`config.mk`:
```
export PLATFORM = sky130hd
export DESIGN_NAME = mul_unit_scheduler_flat
export DESIGN_NICKNAME = d
export VERILOG_FILES = /design/src/rtl/mul_unit_scheduler_pkg.sv /design/src/rtl/mul_unit_scheduler_if.sv /design/src/rtl/full_adder_64bit.sv /design/src/rtl/multiplier_32X32.sv /design/src/rtl/rr_arbiter_2.sv /design/src/rtl/mul_unit_scheduler.sv /design/src/flat_wrapper.sv
export SDC_FILE = /design/constraint.sdc
export NUM_CORES = 2
export LEC_CHECK = 0
export BUFFER_PORTS_ARGS = -buffer_cell sky130_fd_sc_hd__buf_2
export CAP_MARGIN = 20
export CORE_MARGIN = 3
export CORE_UTILIZATION = 45
export DETAILED_ROUTE_END_ITERATION = 6
export PLACE_DENSITY = 0.64
export REMOVE_ABC_BUFFERS = 1
export SETUP_SLACK_MARGIN = 0.1
export SYNTH_ARGS = -nofsm -noshare
export SYNTH_HDL_FRONTEND = slang
export SYNTH_HIERARCHICAL = 1
export SYNTH_SLANG_ARGS = --single-unit
```
`constraint.sdc`:
```
create_clock -name clk -period 14.3 [get_ports clk]
set_input_delay 1.43 -clock clk [delete_from_list [all_inputs] [get_ports clk]]
set_output_delay 1.43 -clock clk [all_outputs]
set_load 0.05 [all_outputs]
```
`src/rtl/mul_unit_scheduler_pkg.sv`:
```
// Shared types and helpers for the RV32M multiply scheduler: operation encoding,
// datapath width and the sign-handling rules for each multiply flavour.
package mul_unit_scheduler_pkg;

    localparam int XLEN = 32;

    typedef enum logic [1:0] {
        MUL    = 2'b00,
        MULH   = 2'b01,
        MULHSU = 2'b10,
        MULHU  = 2'b11
    } mul_op_e;

    // Operand A is signed for MULH and MULHSU, operand B only for MULH.
    function automatic logic a_is_signed(input mul_op_e op);
        return (op == MULH) || (op == MULHSU);
    endfunction

    function automatic logic b_is_signed(input mul_op_e op);
        return (op == MULH);
    endfunction

    function automatic logic [XLEN-1:0] twos_neg(input logic [XLEN-1:0] x);
        return ~x + 32'd1;
    endfunction

endpackage

```
`src/rtl/mul_unit_scheduler_if.sv`:
```
// Request/result bundle between the two issue lanes, writeback and the multiply
// scheduler. The core side is the master; the scheduler is the slave.
interface mul_unit_scheduler_if
    import mul_unit_scheduler_pkg::*;
#(
    parameter int TAG_W = 5
);
    logic                flush;
    logic [1:0]          req_valid;
    logic [1:0]          req_ready;
    mul_op_e             req_op  [2];
    logic [XLEN-1:0]     req_rs1 [2];
    logic [XLEN-1:0]     req_rs2 [2];
    logic [TAG_W-1:0]    req_tag [2];
    logic                out_valid;
    logic                out_ready;
    logic                out_lane;
    logic [TAG_W-1:0]    out_tag;
    logic [XLEN-1:0]     out_data;

    modport master (
        output flush, req_valid, req_op, req_rs1, req_rs2, req_tag, out_ready,
        input  req_ready, out_valid, out_lane, out_tag, out_data
    );

    modport slave (
        input  flush, req_valid, req_op, req_rs1, req_rs2, req_tag, out_ready,
        output req_ready, out_valid, out_lane, out_tag, out_data
    );
endinterface

```
`src/rtl/full_adder_64bit.sv`:
```
// 64-bit adder with optional inversion of B; with A=0, Invert_B=1, C_in=1 it
// produces the two's-complement negation of B.
module full_adder_64bit (
    input  logic [63:0] A,
    input  logic [63:0] B,
    input  logic        Invert_B,
    input  logic        C_in,
    output logic [63:0] Sum
);
    logic [63:0] b_eff;

    assign b_eff = Invert_B ? ~B : B;
    assign Sum   = A + b_eff + {{63{1'b0}}, C_in};
endmodule

```
`src/rtl/multiplier_32X32.sv`:
```
// Unsigned 32x32 -> 64 array multiplier shared by both issue lanes.
module multiplier_32X32 (
    input  logic [31:0] a,
    input  logic [31:0] b,
    output logic [63:0] p
);
    assign p = {32'd0, a} * {32'd0, b};
endmodule

```
`src/rtl/rr_arbiter_2.sv`:
```
// Two-way round-robin arbiter. The pointer names the lane favoured when both
// request and moves to the other lane only when a grant is actually taken.
module rr_arbiter_2 (
    input  logic       clk,
    input  logic       rst,
    input  logic [1:0] req,
    input  logic       advance,
    output logic [1:0] grant
);
    logic ptr_reg;

    assign grant[0] = req[0] & (!req[1] | !ptr_reg);
    assign grant[1] = req[1] & (!req[0] |  ptr_reg);

    // Favour the lane that was not just served.
    always_ff @(posedge clk or posedge rst) begin
        if (rst) begin
            ptr_reg <= 1'b0;
        end else if (advance) begin
            ptr_reg <= grant[0];
        end
    end
endmodule

```
`src/rtl/mul_unit_scheduler.sv`:
```
// Shares one unsigned multiplier between two issue lanes: S1 captures operand
// magnitudes and result sign, S2 multiplies, re-signs and selects the result half.
module mul_unit_scheduler
    import mul_unit_scheduler_pkg::*;
#(
    parameter int TAG_W = 5
) (
    input  logic                 clk,
    input  logic                 rst,
    mul_unit_scheduler_if.slave  bus
);
    logic [1:0]       grant;
    logic             s1_valid_reg;
    logic             s2_valid_reg;
    logic             s2_adv;
    logic             s1_adv;
    logic             accept;
    logic             sel;

    mul_op_e          sel_op;
    logic [XLEN-1:0]  sel_a;
    logic [XLEN-1:0]  sel_b;
    logic             sel_a_neg;
    logic             sel_b_neg;
    logic [XLEN-1:0]  s1_a_next;
    logic [XLEN-1:0]  s1_b_next;

    logic [XLEN-1:0]  s1_a_reg;
    logic [XLEN-1:0]  s1_b_reg;
    logic             s1_neg_reg;
    mul_op_e          s1_op_reg;
    logic [TAG_W-1:0] s1_tag_reg;
    logic             s1_lane_reg;

    logic [63:0]      prod;
    logic [63:0]      prod_neg;
    logic [63:0]      prod_signed;
    logic [XLEN-1:0]  out_data_next;

    logic [XLEN-1:0]  out_data_reg;
    logic [TAG_W-1:0] out_tag_reg;
    logic             out_lane_reg;

    assign s2_adv = !s2_valid_reg || bus.out_ready;
    assign s1_adv = !s1_valid_reg || s2_adv;

    rr_arbiter_2 u_arb (
        .clk     (clk),
        .rst     (rst),
        .req     (bus.req_valid),
        .advance (accept),
        .grant   (grant)
    );

    // Nothing is accepted while in reset or in a flush cycle.
    generate
        for (genvar gi = 0; gi < 2; gi++) begin : g_ready
            assign bus.req_ready[gi] = grant[gi] & s1_adv & !bus.flush & !rst;
        end
    endgenerate

    assign accept = |bus.req_ready;
    assign sel    = grant[1];

    assign sel_op    = bus.req_op[sel];
    assign sel_a     = bus.req_rs1[sel];
    assign sel_b     = bus.req_rs2[sel];
    assign sel_a_neg = a_is_signed(sel_op) & sel_a[XLEN-1];
    assign sel_b_neg = b_is_signed(sel_op) & sel_b[XLEN-1];

    // 0x80000000 negates to itself, which is the correct unsigned magnitude.
    assign s1_a_next = sel_a_neg ? twos_neg(sel_a) : sel_a;
    assign s1_b_next = sel_b_neg ? twos_neg(sel_b) : sel_b;

    multiplier_32X32 u_mul (
        .a (s1_a_reg),
        .b (s1_b_reg),
        .p (prod)
    );

    full_adder_64bit u_neg (
        .A        (64'd0),
        .B        (prod),
        .Invert_B (1'b1),
        .C_in     (1'b1),
        .Sum      (prod_neg)
    );

    assign prod_signed   = s1_neg_reg ? prod_neg : prod;
    assign out_data_next = (s1_op_reg == MUL) ? prod_signed[XLEN-1:0] : prod_signed[63:XLEN];

    always_ff @(posedge clk or posedge rst) begin
        if (rst) begin
            s1_valid_reg <= 1'b0;
            s2_valid_reg <= 1'b0;
            s1_a_reg     <= '0;
            s1_b_reg     <= '0;
            s1_neg_reg   <= 1'b0;
            s1_op_reg    <= MUL;
            s1_tag_reg   <= '0;
            s1_lane_reg  <= 1'b0;
            out_data_reg <= '0;
            out_tag_reg  <= '0;
            out_lane_reg <= 1'b0;
        end else if (bus.flush) begin
            // Flush wins over out_ready: a result taken this cycle is dropped.
            s1_valid_reg <= 1'b0;
            s2_valid_reg <= 1'b0;
        end else begin
            if (s2_adv) begin
                s2_valid_reg <= s1_valid_reg;
                if (s1_valid_reg) begin
                    out_data_reg <= out_data_next;
                    out_tag_reg  <= s1_tag_reg;
                    out_lane_reg <= s1_lane_reg;
                end
            end
            if (s1_adv) begin
                s1_valid_reg <= accept;
                if (accept) begin
                    s1_a_reg    <= s1_a_next;
                    s1_b_reg    <= s1_b_next;
                    s1_neg_reg  <= sel_a_neg ^ sel_b_neg;
                    s1_op_reg   <= sel_op;
                    s1_tag_reg  <= bus.req_tag[sel];
                    s1_lane_reg <= sel;
                end
            end
        end
    end

    assign bus.out_valid = s2_valid_reg;
    assign bus.out_data  = out_data_reg;
    assign bus.out_tag   = out_tag_reg;
    assign bus.out_lane  = out_lane_reg;

endmodule

```
`src/flat_wrapper.sv`:
```
// flat-port wrapper written by rule: the top's interface ports become plain ports
module mul_unit_scheduler_flat import mul_unit_scheduler_pkg::*;
#(
    parameter int TAG_W = 5
)
  (clk, rst, bus_flush, bus_req_valid, bus_req_op, bus_req_rs1, bus_req_rs2, bus_req_tag, bus_out_ready, bus_req_ready, bus_out_valid, bus_out_lane, bus_out_tag, bus_out_data);
  mul_unit_scheduler_if #(.TAG_W(TAG_W)) bus_i ();
  input  logic clk;
  input  logic rst;
  input wire logic [$bits(bus_i.flush)-1:0] bus_flush;
  input wire logic [$bits(bus_i.req_valid)-1:0] bus_req_valid;
  input wire logic [$bits(bus_i.req_op)-1:0] bus_req_op;
  input wire logic [$bits(bus_i.req_rs1)-1:0] bus_req_rs1;
  input wire logic [$bits(bus_i.req_rs2)-1:0] bus_req_rs2;
  input wire logic [$bits(bus_i.req_tag)-1:0] bus_req_tag;
  input wire logic [$bits(bus_i.out_ready)-1:0] bus_out_ready;
  output wire logic [$bits(bus_i.req_ready)-1:0] bus_req_ready;
  output wire logic [$bits(bus_i.out_valid)-1:0] bus_out_valid;
  output wire logic [$bits(bus_i.out_lane)-1:0] bus_out_lane;
  output wire logic [$bits(bus_i.out_tag)-1:0] bus_out_tag;
  output wire logic [$bits(bus_i.out_data)-1:0] bus_out_data;
  assign bus_i.flush = bus_flush;
  assign bus_i.req_valid = bus_req_valid;
  assign bus_i.req_op = {>>{bus_req_op}};
  assign bus_i.req_rs1 = {>>{bus_req_rs1}};
  assign bus_i.req_rs2 = {>>{bus_req_rs2}};
  assign bus_i.req_tag = {>>{bus_req_tag}};
  assign bus_i.out_ready = bus_out_ready;
  assign bus_req_ready = bus_i.req_ready;
  assign bus_out_valid = bus_i.out_valid;
  assign bus_out_lane = bus_i.out_lane;
  assign bus_out_tag = bus_i.out_tag;
  assign bus_out_data = bus_i.out_data;
  mul_unit_scheduler #(.TAG_W(TAG_W)) u_core (.clk(clk), .rst(rst), .bus(bus_i));
endmodule
```
==> results.txt <==
----------------------------------------------------
[Synth]
  Count of synthesis-stage warnings from yosys ... 6
  Proportion of register bits with asynchronous set or reset after synthesis ... 100.0%
  Post-Synth XOR/XNOR Area ... around 4.1%
  Number of storage elements in the synthesis netlist ... 114
  Leading area contributor after synthesis ... sky130_fd_sc_hd__fa_1
  Basic-gate share of the synthesized area counting and, or, nand and nor cells ... a little under a fifth
  Top-area cell type share of the netlist area ... 39.07%
  Synthesized-area fraction occupied by adder cells ... roughly 48%
  Proportion of synthesized area in mux cells ... 4.215%
  Dominant combinational cell family by area after synthesis ... adder cells
  Flip-flop cell with the highest count after synthesis ... sky130_fd_sc_hd__dfrtp_1
  Top area cells in the synthesized netlist ... sky130_fd_sc_hd__fa_1 (39%), sky130_fd_sc_hd__ha_1 (8.9%), sky130_fd_sc_hd__and2_1 (8.2%), sky130_fd_sc_hd__inv_1 (7.3%), sky130_fd_sc_hd__dfrtp_1 (6.2%)
  Post-Synthesis Mean Instance Area ... 8.924 µm²
  Synthesized-area fraction occupied by ao, oa, aoi and oai cells ... 8.897%
  Seq/Total Area, Yosys ... 6.200%
  Distinct cells, synth ... roughly 110
  Synthesized cell area ... 0.04601 mm²
  Synthesized instance count ... slightly above 5,000
  Count of flip-flops with a built-in enable after synthesis ... 0

[Route]
  WL/cell ... roughly 20 µm
  DR DRC count ... 0
  First-pass iteration count of the detailed router ... 5
  Antenna viol nets, final ... 0
  DR iter-0 viols ... 2,218
  Detailed-route vias per instance ... between 5 and 6
  Number of vias in the routed layout ... 35,860
  Total wire length after detailed routing ... between 100 and 150 mm

[Placement]
  Detailed Place HPWL ... 109.0 mm
  Placed cell areas ... 0.04829 mm²
  Global placement routability congestion ... 0.9734
  Cell count after placement ... 6,530
  Count of buffers from port buffering ... 188

[CTS]
  Count of instances resized after the clock tree is built ... 0
  # Post-CTS Setup Buffers ... 0
  Total number of clock tree sinks ... around 110
  Clock input transition at the sequential cells of the worst setup and hold paths ... 0.06 ns
  Hold buffer count at CTS ... 0
  Clock buffers created by TritonCTS ... 17
  Worst-skew pair later-pin latency ... ~0.49 ns
  Buffer depth of the longest clock path ... 2
  Count of H-tree levels built during CTS ... 4
  Clock tree root buffer cell ... sky130_fd_sc_hd__clkbuf_16
  CTS tree ... built

[Timing]
  Worst Max-Slew Pin Slew ... 1.142 ns
  Slew HR ... 23.66%
  RSZ-0062 raised after global routing ... false
  Sum Neg Setup Slack ... 0 ns
  Tmin final ... 11.01 ns
  Peak clock frequency supported by timing ... 90.81 MHz
  Slew Limit Fails ... 0
  Fraction of the cycle the final worst path needs ... 77.01%
  Total setup violations reported at the end of the flow ... 0
  Clock skew ... 0.02541 ns
  Count of final hold-check violations ... 0

[Setup path]
  Crit path largest cell delay ... 0.72 ns
  Arrival time worst endpoint ... 11.37 ns
  Crit path launch type ... flip-flop
  Crit-path max FO ... 20
  Worst path most repeated cell ... sky130_fd_sc_hd__fa_1
  Critical setup path kind ... flip-flop to flip-flop
  CP Data Required Time ... roughly 15 ns
  Crit-path slowest cell ... sky130_fd_sc_hd__dfrtp_1
  Worst r2r path cells ... 32
  Capturing element type of the critical path ... flip-flop

[Cells and area]
  Net total in the final layout ... ~6,600
  Layout-stage area growth over the synthesis result ... 6.439%
  Post-layout utilization of the core ... between 40% and 50%
  Post-route cell area ... 0.04898 mm²
  Fraction of layout cells with a size suffix above 1 ... 9.197%
  Number of filler instances in the final layout ... 9,809
  Cell Count, Final, Fillers Out ... 6,568

[Global routing]
  Largest net degree at the start of global routing ... 95
  GRT Util Overall ... 26.04%
  Global-route wire length before repair ... approximately 220 mm
  Vias in the first global route ... 38,260
  Initial antenna violation count ... 3
  Remaining global-route overflow ... 0

[Floorplan]
  Io pins ... 189
  Die boundary width ... 325.8 µm
  Floorplan row count ... between 100 and 150
  Starting Density ... a little under half
  Die boundary height ... 325.8 µm
  Area of the die ... 0.1061 mm²
  Placeable core region ... 0.1007 mm²

[Job]
  Number of max-capacitance violations reported ... 0

[Status]
  Status ... finished, final reports clean

[Worst hold path]
  Class of the most critical hold timing path ... flip-flop to flip-flop
  Hold Path Cell Cnt ... 2

----------------------------------------------------
## cell families (layout without fill, tap and decap cells)
family	count (synthesis)	after routing
AOI/OAI and AO/OA	607	607
xor gates and xnor gates	218	218
adders and majority gates	1226	1226
buffers and inverters	1208	1195
DFF	114	114
muxes	146	146
other	2	70
and+or+nand+nor	1635	1635
## Yosys cell counts (all sizes together), types with 25 or more instances
cell and number:
fa 898, inv 898, nand2 612, and2 605
ha 328, clkbuf 264, a21oi 189, o21ai 150
nor2 121, xor2 116, dfrtp 114, xnor2 102
nor3 69, mux2i 58, mux2 56, nand4 52
nand3 49, a21o 46, buf 45, o21bai 35
mux4 32, a31oi 29, o21a 25
## worst paths after layout
check	startpoint	to	slack (ns)
worst max register to register	u_core/s1_a_reg[21]	u_core/bus.out_data[27]	3.29
worst max-delay path	u_core/s1_a_reg[21]	u_core/bus.out_data[27]	3.29
worst min-delay path	u_core/s1_a_reg[19]	u_core/s1_a_reg[19]	0.48
min in group asynchronous	rst	u_core/u_arb/ptr_reg	0.81
worst min register to register	u_core/s1_a_reg[19]	u_core/s1_a_reg[19]	0.48
max in group asynchronous	rst	u_core/s1_neg_reg	11.81
## through the flow
stage | setup slack, ns | hold WS (ns)
after floorplan | -3.452 | 0.4444
after global placement | 3.155 | 0.4578
after detailed placement | 3.384 | 0.4676
after CTS | 3.335 | 0.4855
after global routing | 2.870 | 0.5081
final | 3.288 | 0.4803
## cell usage in the layout (no fill, tap or decap), types with 21 or more instances in the layout
cell                       instances
sky130_fd_sc_hd__fa_1            898
sky130_fd_sc_hd__inv_1           897
sky130_fd_sc_hd__nand2_1         612
sky130_fd_sc_hd__and2_1          603
sky130_fd_sc_hd__ha_1            328
sky130_fd_sc_hd__buf_2           188
sky130_fd_sc_hd__a21oi_1         182
sky130_fd_sc_hd__o21ai_0         125
sky130_fd_sc_hd__nor2_1          119
sky130_fd_sc_hd__xor2_1          116
sky130_fd_sc_hd__dfrtp_1         109
sky130_fd_sc_hd__xnor2_1         102
sky130_fd_sc_hd__buf_4            70
sky130_fd_sc_hd__conb_1           67
sky130_fd_sc_hd__nor3_1           62
sky130_fd_sc_hd__mux2i_1          57
sky130_fd_sc_hd__mux2_2           55
sky130_fd_sc_hd__nand4_1          51
sky130_fd_sc_hd__nand3_1          46
sky130_fd_sc_hd__a21o_1           42
sky130_fd_sc_hd__o21bai_1         34
sky130_fd_sc_hd__mux4_2           32
sky130_fd_sc_hd__a31oi_1          26
sky130_fd_sc_hd__o21a_1           25
sky130_fd_sc_hd__and3_1           21
## per-layer routing
layer / vias to the layer above / share of wire, % / GRT usage, %
met5: - / 0.0096 / 0
met4: 2 / 2.8 / 7.021
met3: 211 / 5.6 / 3.456
met2: 1148 / 48 / 42.99
met1: 18380 / 44 / 36.12
li1: 16120 / - / -
## critical path, delay by kind of cell, from the launching register on
family                   cells  cell delay (ns)
XOR/XNOR                     3             0.52
multiplexers                 2             0.78
AND/OR/NAND/NOR              6             1.42
AO/OA/AOI/OAI                8             2.04
flip-flops                   1             0.72
adder cells (fa/ha/maj)     10             4.86
buffers and inverters        3             0.54
## final cells by class
cell class                      instances  area [µm²]  share of cell area [%]
Inverter                              899        3377                   6.895
Multi-Input combinational cell       3899       38810                   79.25
Tap cell                             1357        1698                   3.467
Clock buffer                           18       429.2                  0.8763
Sequential cell                       114        2859                   5.838
Clock inverter                         14       170.2                  0.3474
Antenna cell                            3       7.507                 0.01533
Timing Repair Buffer                  264        1624                   3.316
Power is not shown: default switching activity piles up to over one toggle a cycle in this logic, so the estimate is an artifact.
